<file path="src/rtl/mc_ctrl_pkg.sv">
// mc_ctrl_pkg: state, opcode, control-field and trap-cause encodings for multicycle_ctrl_ws
package mc_ctrl_pkg;
  typedef enum logic [3:0] {
    FETCH, DECODE, MADDR, MRD, MWB, MWR, REXE, RWB,
    BEQ, BNE, IEXE, IWB, JMP, JAL, TRAP
  } state_t;
  localparam logic [5:0] OP_RTYPE = 6'b000000;
  localparam logic [5:0] OP_J     = 6'b000010;
  localparam logic [5:0] OP_JAL   = 6'b000011;
  localparam logic [5:0] OP_BEQ   = 6'b000100;
  localparam logic [5:0] OP_BNE   = 6'b000101;
  localparam logic [5:0] OP_ADDI  = 6'b001000;
  localparam logic [5:0] OP_SLTI  = 6'b001010;
  localparam logic [5:0] OP_ANDI  = 6'b001100;
  localparam logic [5:0] OP_ORI   = 6'b001101;
  localparam logic [5:0] OP_LW    = 6'b100011;
  localparam logic [5:0] OP_SW    = 6'b101011;
  localparam logic [2:0] ALU_ADD   = 3'b000;
  localparam logic [2:0] ALU_SUB   = 3'b001;
  localparam logic [2:0] ALU_FUNCT = 3'b010;
  localparam logic [2:0] ALU_AND   = 3'b011;
  localparam logic [2:0] ALU_OR    = 3'b100;
  localparam logic [2:0] ALU_SLT   = 3'b101;
  localparam logic [1:0] PC_ALU    = 2'b00;
  localparam logic [1:0] PC_ALUOUT = 2'b01;
  localparam logic [1:0] PC_JUMP   = 2'b10;
  localparam logic [1:0] RD_RT = 2'b00;
  localparam logic [1:0] RD_RD = 2'b01;
  localparam logic [1:0] RD_RA = 2'b10;
  localparam logic [1:0] M2R_ALU = 2'b00;
  localparam logic [1:0] M2R_MDR = 2'b01;
  localparam logic [1:0] M2R_PC  = 2'b10;
  localparam logic [1:0] SRCB_B    = 2'b00;
  localparam logic [1:0] SRCB_4    = 2'b01;
  localparam logic [1:0] SRCB_IMM  = 2'b10;
  localparam logic [1:0] SRCB_IMM2 = 2'b11;
  localparam logic [1:0] CAUSE_NONE = 2'b00;
  localparam logic [1:0] CAUSE_ILL  = 2'b01;
  localparam logic [1:0] CAUSE_TMO  = 2'b10;
  function automatic logic is_wait(state_t s);
    return s == FETCH || s == MRD || s == MWR;
  endfunction
endpackage

</file>
<file path="src/rtl/mc_wait_timer.sv">
// mc_wait_timer: memory wait-cycle counter with timeout compare
module mc_wait_timer #(
  parameter int TIMEOUT_W   = 4,
  parameter int MEM_TIMEOUT = 12
) (
  input  logic clk,
  input  logic rst,
  input  logic en,
  input  logic clr,
  output logic timeout
);
  logic [TIMEOUT_W-1:0] cnt;
  always_ff @(posedge clk or posedge rst)
    if (rst) cnt <= '0;
    else if (clr) cnt <= '0;
    else if (en) cnt <= cnt + TIMEOUT_W'(1);
  assign timeout = cnt == TIMEOUT_W'(MEM_TIMEOUT);
endmodule

</file>
<file path="src/rtl/multicycle_ctrl_ws.sv">
// multicycle_ctrl_ws: wait-state-aware multicycle MIPS main control FSM with sticky traps
module multicycle_ctrl_ws
  import mc_ctrl_pkg::*;
#(
  parameter int OP_W        = 6,
  parameter int ALUOP_W     = 3,
  parameter int TIMEOUT_W   = 4,
  parameter int MEM_TIMEOUT = 12,
  parameter bit ENABLE_JAL  = 1'b1
) (
  input  logic               clk,
  input  logic               rst,
  input  logic [OP_W-1:0]    op,
  input  logic               mem_ready,
  input  logic               trap_clr,
  output logic               mem_req,
  output logic               MemWrite,
  output logic               IRWrite,
  output logic               RegWrite,
  output logic               ALUSrcA,
  output logic               PCWrite,
  output logic               BeQ,
  output logic               BnE,
  output logic               ImmZext,
  output logic [1:0]         RegDst,
  output logic [1:0]         MemToReg,
  output logic [1:0]         ALUSrcB,
  output logic [ALUOP_W-1:0] ALUop,
  output logic [1:0]         PCSrc,
  output logic               trap,
  output logic [1:0]         trap_cause,
  output logic [3:0]         state_o
);
  state_t state, nxt;
  logic [5:0] opc;
  logic [2:0] alu;
  logic tmo;
  assign opc = op[5:0];
  assign state_o = state;
  assign ALUop = ALUOP_W'(alu);
  mc_wait_timer #(.TIMEOUT_W(TIMEOUT_W), .MEM_TIMEOUT(MEM_TIMEOUT)) u_timer (
    .clk(clk), .rst(rst), .en(is_wait(state) && !mem_ready), .clr(nxt != state), .timeout(tmo)
  );
  always_comb begin
    nxt = state;
    case (state)
      FETCH:  nxt = mem_ready ? DECODE : tmo ? TRAP : FETCH;
      DECODE:
        case (opc)
          OP_LW, OP_SW:                       nxt = MADDR;
          OP_RTYPE:                           nxt = REXE;
          OP_BEQ:                             nxt = BEQ;
          OP_BNE:                             nxt = BNE;
          OP_ADDI, OP_ANDI, OP_ORI, OP_SLTI:  nxt = IEXE;
          OP_J:                               nxt = JMP;
          OP_JAL:                             nxt = ENABLE_JAL ? JAL : TRAP;
          default:                            nxt = TRAP;
        endcase
      MADDR:  nxt = opc == OP_SW ? MWR : MRD;
      MRD:    nxt = mem_ready ? MWB : tmo ? TRAP : MRD;
      MWR:    nxt = mem_ready ? FETCH : tmo ? TRAP : MWR;
      REXE:   nxt = RWB;
      IEXE:   nxt = IWB;
      TRAP:   nxt = trap_clr ? FETCH : TRAP;
      default: nxt = FETCH;
    endcase
  end
  always_ff @(posedge clk or posedge rst)
    if (rst) begin
      state <= FETCH;
      trap <= 1'b0;
      trap_cause <= CAUSE_NONE;
    end else begin
      state <= nxt;
      if (state == TRAP) begin
        if (trap_clr) begin
          trap <= 1'b0;
          trap_cause <= CAUSE_NONE;
        end
      end else if (nxt == TRAP) begin
        trap <= 1'b1;
        trap_cause <= state == DECODE ? CAUSE_ILL : CAUSE_TMO;
      end
    end
  // Outputs are held at zero while rst is high so an aborted access issues no strobe.
  always_comb begin
    {mem_req, MemWrite, IRWrite, RegWrite, ALUSrcA, PCWrite, BeQ, BnE, ImmZext} = '0;
    RegDst = RD_RT;
    MemToReg = M2R_ALU;
    ALUSrcB = SRCB_B;
    alu = ALU_ADD;
    PCSrc = PC_ALU;
    if (!rst)
      case (state)
        FETCH: begin
          mem_req = 1'b1;
          IRWrite = mem_ready;
          PCWrite = mem_ready;
          ALUSrcB = SRCB_4;
        end
        DECODE: ALUSrcB = SRCB_IMM2;
        MADDR: begin
          ALUSrcA = 1'b1;
          ALUSrcB = SRCB_IMM;
        end
        MRD: mem_req = 1'b1;
        MWB: begin
          MemToReg = M2R_MDR;
          RegWrite = 1'b1;
        end
        MWR: begin
          mem_req = 1'b1;
          MemWrite = 1'b1;
        end
        REXE: begin
          ALUSrcA = 1'b1;
          alu = ALU_FUNCT;
        end
        RWB: begin
          RegDst = RD_RD;
          RegWrite = 1'b1;
        end
        BEQ, BNE: begin
          ALUSrcA = 1'b1;
          alu = ALU_SUB;
          PCSrc = PC_ALUOUT;
          BeQ = state == BEQ;
          BnE = state == BNE;
        end
        IEXE: begin
          ALUSrcA = 1'b1;
          ALUSrcB = SRCB_IMM;
          alu = opc == OP_ANDI ? ALU_AND : opc == OP_ORI ? ALU_OR : opc == OP_SLTI ? ALU_SLT : ALU_ADD;
          ImmZext = opc == OP_ANDI || opc == OP_ORI;
        end
        IWB: RegWrite = 1'b1;
        JMP: begin
          PCSrc = PC_JUMP;
          PCWrite = 1'b1;
        end
        JAL: begin
          RegDst = RD_RA;
          MemToReg = M2R_PC;
          RegWrite = 1'b1;
          PCSrc = PC_JUMP;
          PCWrite = 1'b1;
        end
        default: ;
      endcase
  end
endmodule
</file>
<file path="config.mk">
export PLATFORM = sky130hd
export DESIGN_NAME = multicycle_ctrl_ws
export DESIGN_NICKNAME = d
export VERILOG_FILES = /design/src/rtl/mc_ctrl_pkg.sv /design/src/rtl/mc_wait_timer.sv /design/src/rtl/multicycle_ctrl_ws.sv
export SDC_FILE = /design/constraint.sdc
export NUM_CORES = 1
export LEC_CHECK = 0
export BUFFER_PORTS_ARGS = -buffer_cell sky130_fd_sc_hd__buf_2
export CORE_MARGIN = 10
export CORE_UTILIZATION = 53
export CTS_BUF_LIST = sky130_fd_sc_hd__clkbuf_4
export DETAILED_ROUTE_END_ITERATION = 8
export PLACE_DENSITY = 0.84
export SLEW_MARGIN = 20
export SYNTH_ARGS = -nofsm -noshare
export SYNTH_HDL_FRONTEND = slang
export SYNTH_SLANG_ARGS = --single-unit
export TNS_END_PERCENT = 50
</file>
<file path="constraint.sdc">
create_clock -name clk -period 3.7 [get_ports clk]
set_clock_uncertainty 0.05 [all_clocks]
set_input_delay 0.555 -clock clk [delete_from_list [all_inputs] [get_ports clk]]
set_output_delay 0.555 -clock clk [all_outputs]
set_load 0.02 [all_outputs]
</file>
## After elaboration in Yosys (flattened, before gate mapping)

Index checks and enable logic that the tools add are counted.

| storage, ports and cells | value |
|---|---|
| bits in registers | 11 |
| bits in latches | 0 |
| bits in writable memories | 0 |
| ROM bits | 0 |
| input bits | 10 |
| memories | 0 |

| cells by class | value |
|---|---|
| add/subtract/negate cells | 1 |
| multipliers | 0 |
| divide/modulo/power cells | 0 |
| $lt $le $gt $ge | 0 |
| equality and inequality tests | 28 |
| shifts and indexed selects | 0 |
| multiplexer cells | 50 |
| bitwise operators | 0 |
| reductions and logical operators | 18 |

Operator list:

| cell | number |
|---|---|
| equality test 4 bit (second input constant) | 9 |
| two-way mux 4 bit | 9 |
| one-hot mux 4 bit (8 select lines) | 1 |
| one-hot mux 4 bit (7 select lines) | 1 |
| equality test 6 x 4 -> 1 bit (second input constant) | 4 |
| two-way mux 1 bit | 20 |
| equality test 4 x 3 -> 1 bit (second input constant) | 4 |
| two-way mux 2 bit | 8 |
| two-way mux 3 bit | 5 |
| equality test 6 x 2 -> 1 bit (second input constant) | 2 |
| equality test 6 x 3 -> 1 bit (second input constant) | 2 |
| equality test 6 bit (second input constant) | 2 |
| one-hot mux 2 bit (2 select lines) | 3 |
| one-hot mux 3 bit (3 select lines) | 1 |
| equality test 4 x 2 -> 1 bit (second input constant) | 2 |
| OR reduction 2 bit | 4 |
| OR reduction 4 bit | 2 |
| logical NOT 6 bit | 1 |
| one-hot mux 2 bit (3 select lines) | 1 |
| OR reduction 5 bit | 1 |
| adder 4 x 1 -> 4 bit (second input constant) | 1 |
| equality test 4 x 1 -> 1 bit (second input constant) | 1 |
| logical NOT 4 bit | 1 |
| != test 4 bit | 1 |
| other kinds (8) | 11 |

## Longest topological paths before layout

| depth | value |
|---|---|
| depth after elaboration | 7 |
| depth in mapped cells | 8 |
| depth with buffers taken out | 8 |

## Modules after synthesis

From an unflattened synthesis, not the netlist that was laid out.

| second synthesis, totals | value |
|---|---|
| cell total of the unflattened synthesis | 149 |
| area total of the unflattened synthesis | 1158.6 um^2 |

Modules (own cells, without submodules):

| module | instances | cells an instance | area an instance (um^2) | seq. area each (um^2) |
|---|---|---|---|---|
| multicycle_ctrl_ws | 1 | 128 | 935.9 | 175.2 |
| mc_wait_timer | 1 | 21 | 222.7 | 100.1 |

## Least setup slack after synthesis

Ideal clock, no wire load.

| timing path | value |
|---|---|
| path kind | in2out |
| start point | in rst |
| end point | out RegDst[1] |
| arrival | 2.371 ns |
| data required time | 3.095 ns |
| slack | 0.724 ns |
| cell stages on the path | 6 |
| path buffers | 2 |
| cell sequence | clkbuf_1 inv_1 nand2_1 nor3b_1 and2_1 buf_4 |

| between the ends | value |
|---|---|
| cells in the longest elaborated chain, start to end | 1 |

RTL lines:

| what | line | RTL |
|---|---|---|
| start, declared | multicycle_ctrl_ws.sv:12 | `input logic rst,` |
| two-way mux 2 bit | multicycle_ctrl_ws.sv:93 | `if (!rst)` |
| end, declared | multicycle_ctrl_ws.sv:25 | `output logic [1:0] RegDst,` |

No other way between the ends.

## Final worst setup path

| timing path | value |
|---|---|
| start point | reg state[1] (netlist: state_o[1]) |
| end point | out ImmZext |

| between the ends | value |
|---|---|
| cells in the longest elaborated chain, start to end | 3 |

RTL lines:

| what | line | RTL |
|---|---|---|
| start, declared | multicycle_ctrl_ws.sv:34 | `state_t state, nxt;` |
| start signal, assigned | multicycle_ctrl_ws.sv:74 | `state <= nxt;` |
| equality test 4 bit | multicycle_ctrl_ws.sv:94 | `case (state)` |
| two-way mux 1 bit | multicycle_ctrl_ws.sv:94 |  |
| two-way mux 1 bit | multicycle_ctrl_ws.sv:93 |  |
| end, declared | multicycle_ctrl_ws.sv:24 | `output logic ImmZext,` |

No other way between the ends.

==> summary.md <==
| Metric | Value |
|---|---|
| Clock sink count | 11 |
| Slew @ Worst Pin | 762 ps |
| Cell Chain, Critical Path | nor2b_1, nand2_1, or4_1, nor3_1, buf_2 |
| Sequential share of power | 31.0% |
| CP Buf/Inv Count | 1 |
| Reg-to-Reg Start | state_o[0] |
| Startpoint Class | flop |
| H-tree depth | 1 |
| Crit-path max FO | 21 |
| Switching pwr | 0.000489 W |
| First-pass GRT wire length | 5200 um |
| Final Cell Area | 0.00133 sq mm |
| CTS Hold Buffers Added | 0 |
| Number of distinct library cells after synthesis | 53 |
| Clock power share | 9.8% |
| CP endpoint | ImmZext |
| Setup crit end kind | primary output |
| GP Congestion | 0.859 |
| Die extent in x | 66.9 um |
| Cell family with most CP delay | simple AND/OR/NAND/NOR gates |
| Fin Setup TNS | 0 ps |
| Max Slew Vio Count | 0 |
| Filler cells | 181 |
| Drt initial violations | 70 |
| Main synth FF type | dfrtp_1 |
| Crit-path max cell delay | 780 ps |
| Most frequent cells in the layout | buf_2 (36), nand2_1 (15), nor2_1 (15) |
| Mapped Area | 0.00116 sq mm |
| Critical path class | flop to primary output |
| P per Cell Area | 687 mW/mm^2 |
| Worst endpoint required time | 3090 ps |
| FFs w/ async S/R, synth | 100% |
| Initial cell density of the core | 57.5% |
| Cell internal pwr | 0.000425 W |
| Die Span Y | 66.9 um |
| Fmax | 348 MHz |
| Max VDD drop | 635 uV |
| TritonCTS clock tree | yes |
| Ports | 37 |
| Post-Syn Nets | 167 |
| Clk pin slew, worst setup/hold paths | 70 ps |
| # nets final | 194 |
| Run status | completed |
| IO buf count | 36 |
| Tcrit/Tclk final | 77.7% |
| Number of flops mapped to enable cells by yosys | 0 |
| Placed Cells | 204 |
| Detailed-route wire length | 3140 um |
| Max-Slew Margin vs Limit | 49.2% |
| Detailed Place HPWL | 2400 um |
| Vias in the first global route | 1142 |
| Residual DRC | 0 |
| Hold crit path type | input port to asynchronous set/reset pin |
| Routed vias | 1236 |
| Reg2reg end | trap_cause[0] |
| GRT overflow | 0 |
| Lkg Pwr | 0.641 nW |
| Yosys warns | 0 |
| R2R setup slack | 1180 ps |
| Post-Layout Cell Count | 208 |
| Cell Area, Placed | 0.00130 sq mm |
| Row count | 16 |
| Largest net degree at the start of global routing | 29 |
| Antenna violations before repair | 0 |
| Core footprint | 0.00202 sq mm |
| Detailed Routing Iterations Pass 1 | 4 |
| Deepest clock path buffer count | 2 |
| Post-CTS Repair Setup Buffers | 0 |
| Post-synthesis sequential area ratio | 23.7% |
| Most common cell after layout, fill and taps aside | buf_2 |
| Layout cells sized above 1 | 29.3% |
| Die area | 0.00447 sq mm |
| Final hold vios | 0 |
| GRT Overall Usage | 14.0% |
| R2R depth | 5 |
| Final worst path period need | 2880 ps |
| Syn Area/Cell | 7.51 sq um |
| Synth Register Bits | 11 |
| Number of cells on the critical path | 5 |
| Critical Path AT | 2270 ps |
| Total CTS buffers | 3 |
| Logic gate share of total power | 59.2% |
| Max cap viols | 0 |
| Unrepaired setup endpoints after global routing | no |
| Ant diodes | 0 |
| Worst-path cell with the longest stage delay | dfrtp_1 |
| Drt via density | 5.94 |
| Post-DRT Antenna Nets | 0 |
| Worst-Skew Late Latency | 270 ps |
| Final setup vio count | 0 |
| P&R area growth vs syn | 14.2% |
| Wire length per cell | 15.1 um |
| Crit path from | state_o[1] |
| Gate Count Post-Synth | 155 |
| Sw frac | 53.5% |
| Post-cts resize count | 0 |
| CTS root buf | clkbuf_4 |
| Min Hold Slack | 320 ps |
-- routing by layer --
metal	wire length [um]	share of wire, %	track usage [%]
met1	1430	46	17.6
met4	23	0.73	3.85
met3	300	9.6	3.18
met2	1380	44	23.1
met5	0	0	0
-- power groups by stage --
stage | clock network [W] | registers [W] | logic [W]
finish | 0.0000897 | 0.000283 | 0.000541
detailed placement | 0 | 0.000282 | 0.000540
global route | 0.0000972 | 0.000299 | 0.000599
floorplan | 0 | 0.000221 | 0.000480
CTS | 0.0000895 | 0.000280 | 0.000543
global placement | 0 | 0.000278 | 0.000532
-- flip-flops by register name (all words and copies together) (netlist names) --
name         cells
u_timer.cnt      4
trap             1
state_o          4
trap_cause       2
-- worst min-delay path by stage --
| stage | end | slack, ps | depth (start not counted) |
|---|---|---|---|
| 2_1_floorplan | u_timer.cnt[3] | 470 | 2 |
| 3_3_place_gp | trap | 410 | 1 |
| 3_5_place_dp | trap | 440 | 1 |
| 4_1_cts | state_o[0] | 330 | 2 |
| 5_1_grt | state_o[3] | 360 | 2 |
| 6_report | u_timer.cnt[3] | 320 | 2 |
-- through the flow --
step                      power, W  utilization [%]  setup slack, ps
after CTS                 0.000912             65.7              834
final                     0.000913             65.7              823
after global placement    0.000810             64.2              949
after detailed placement  0.000822             64.2              912
after global routing      0.000994             65.7              590
after floorplan           0.000701                -              724
-- kinds of logic after synthesis --
| kind of cell | synth area share [%] |
|---|---|
| xor+xnor | 3.76 |
| flops | 23.7 |
| fa+ha+maj | 2.15 |
| simple gates | 39.6 |
| compound gates | 20.6 |
| buf+inv | 9.35 |
| mux | 0.860 |
-- synthesized netlist by cell type (3+ instances only) --
master	count	share of area [%]
nand2_1	15	4.8
nor2_1	15	4.8
dfrtp_1	11	24
nor3_1	11	4.7
a21oi_1	9	3.9
inv_1	8	2.6
clkbuf_1	5	1.6
nor4_1	5	2.7
a31oi_1	4	2.2
and3_1	4	2.2
nor2b_1	4	2.2
nor3b_1	4	2.6
o21ai_0	4	1.7
buf_4	3	1.9
xor2_1	3	2.3
-- cell type report --
class | count | area [sq um] | share of cell area, %
inverters | 8 | 30.0 | 2.26
well taps | 27 | 33.8 | 2.54
clock buffers | 4 | 30.0 | 2.26
repair buffers | 36 | 180 | 13.6
flip-flops and latches | 11 | 275 | 20.7
multi-input cells | 122 | 779 | 58.7
(Power assumes the default switching activity.)
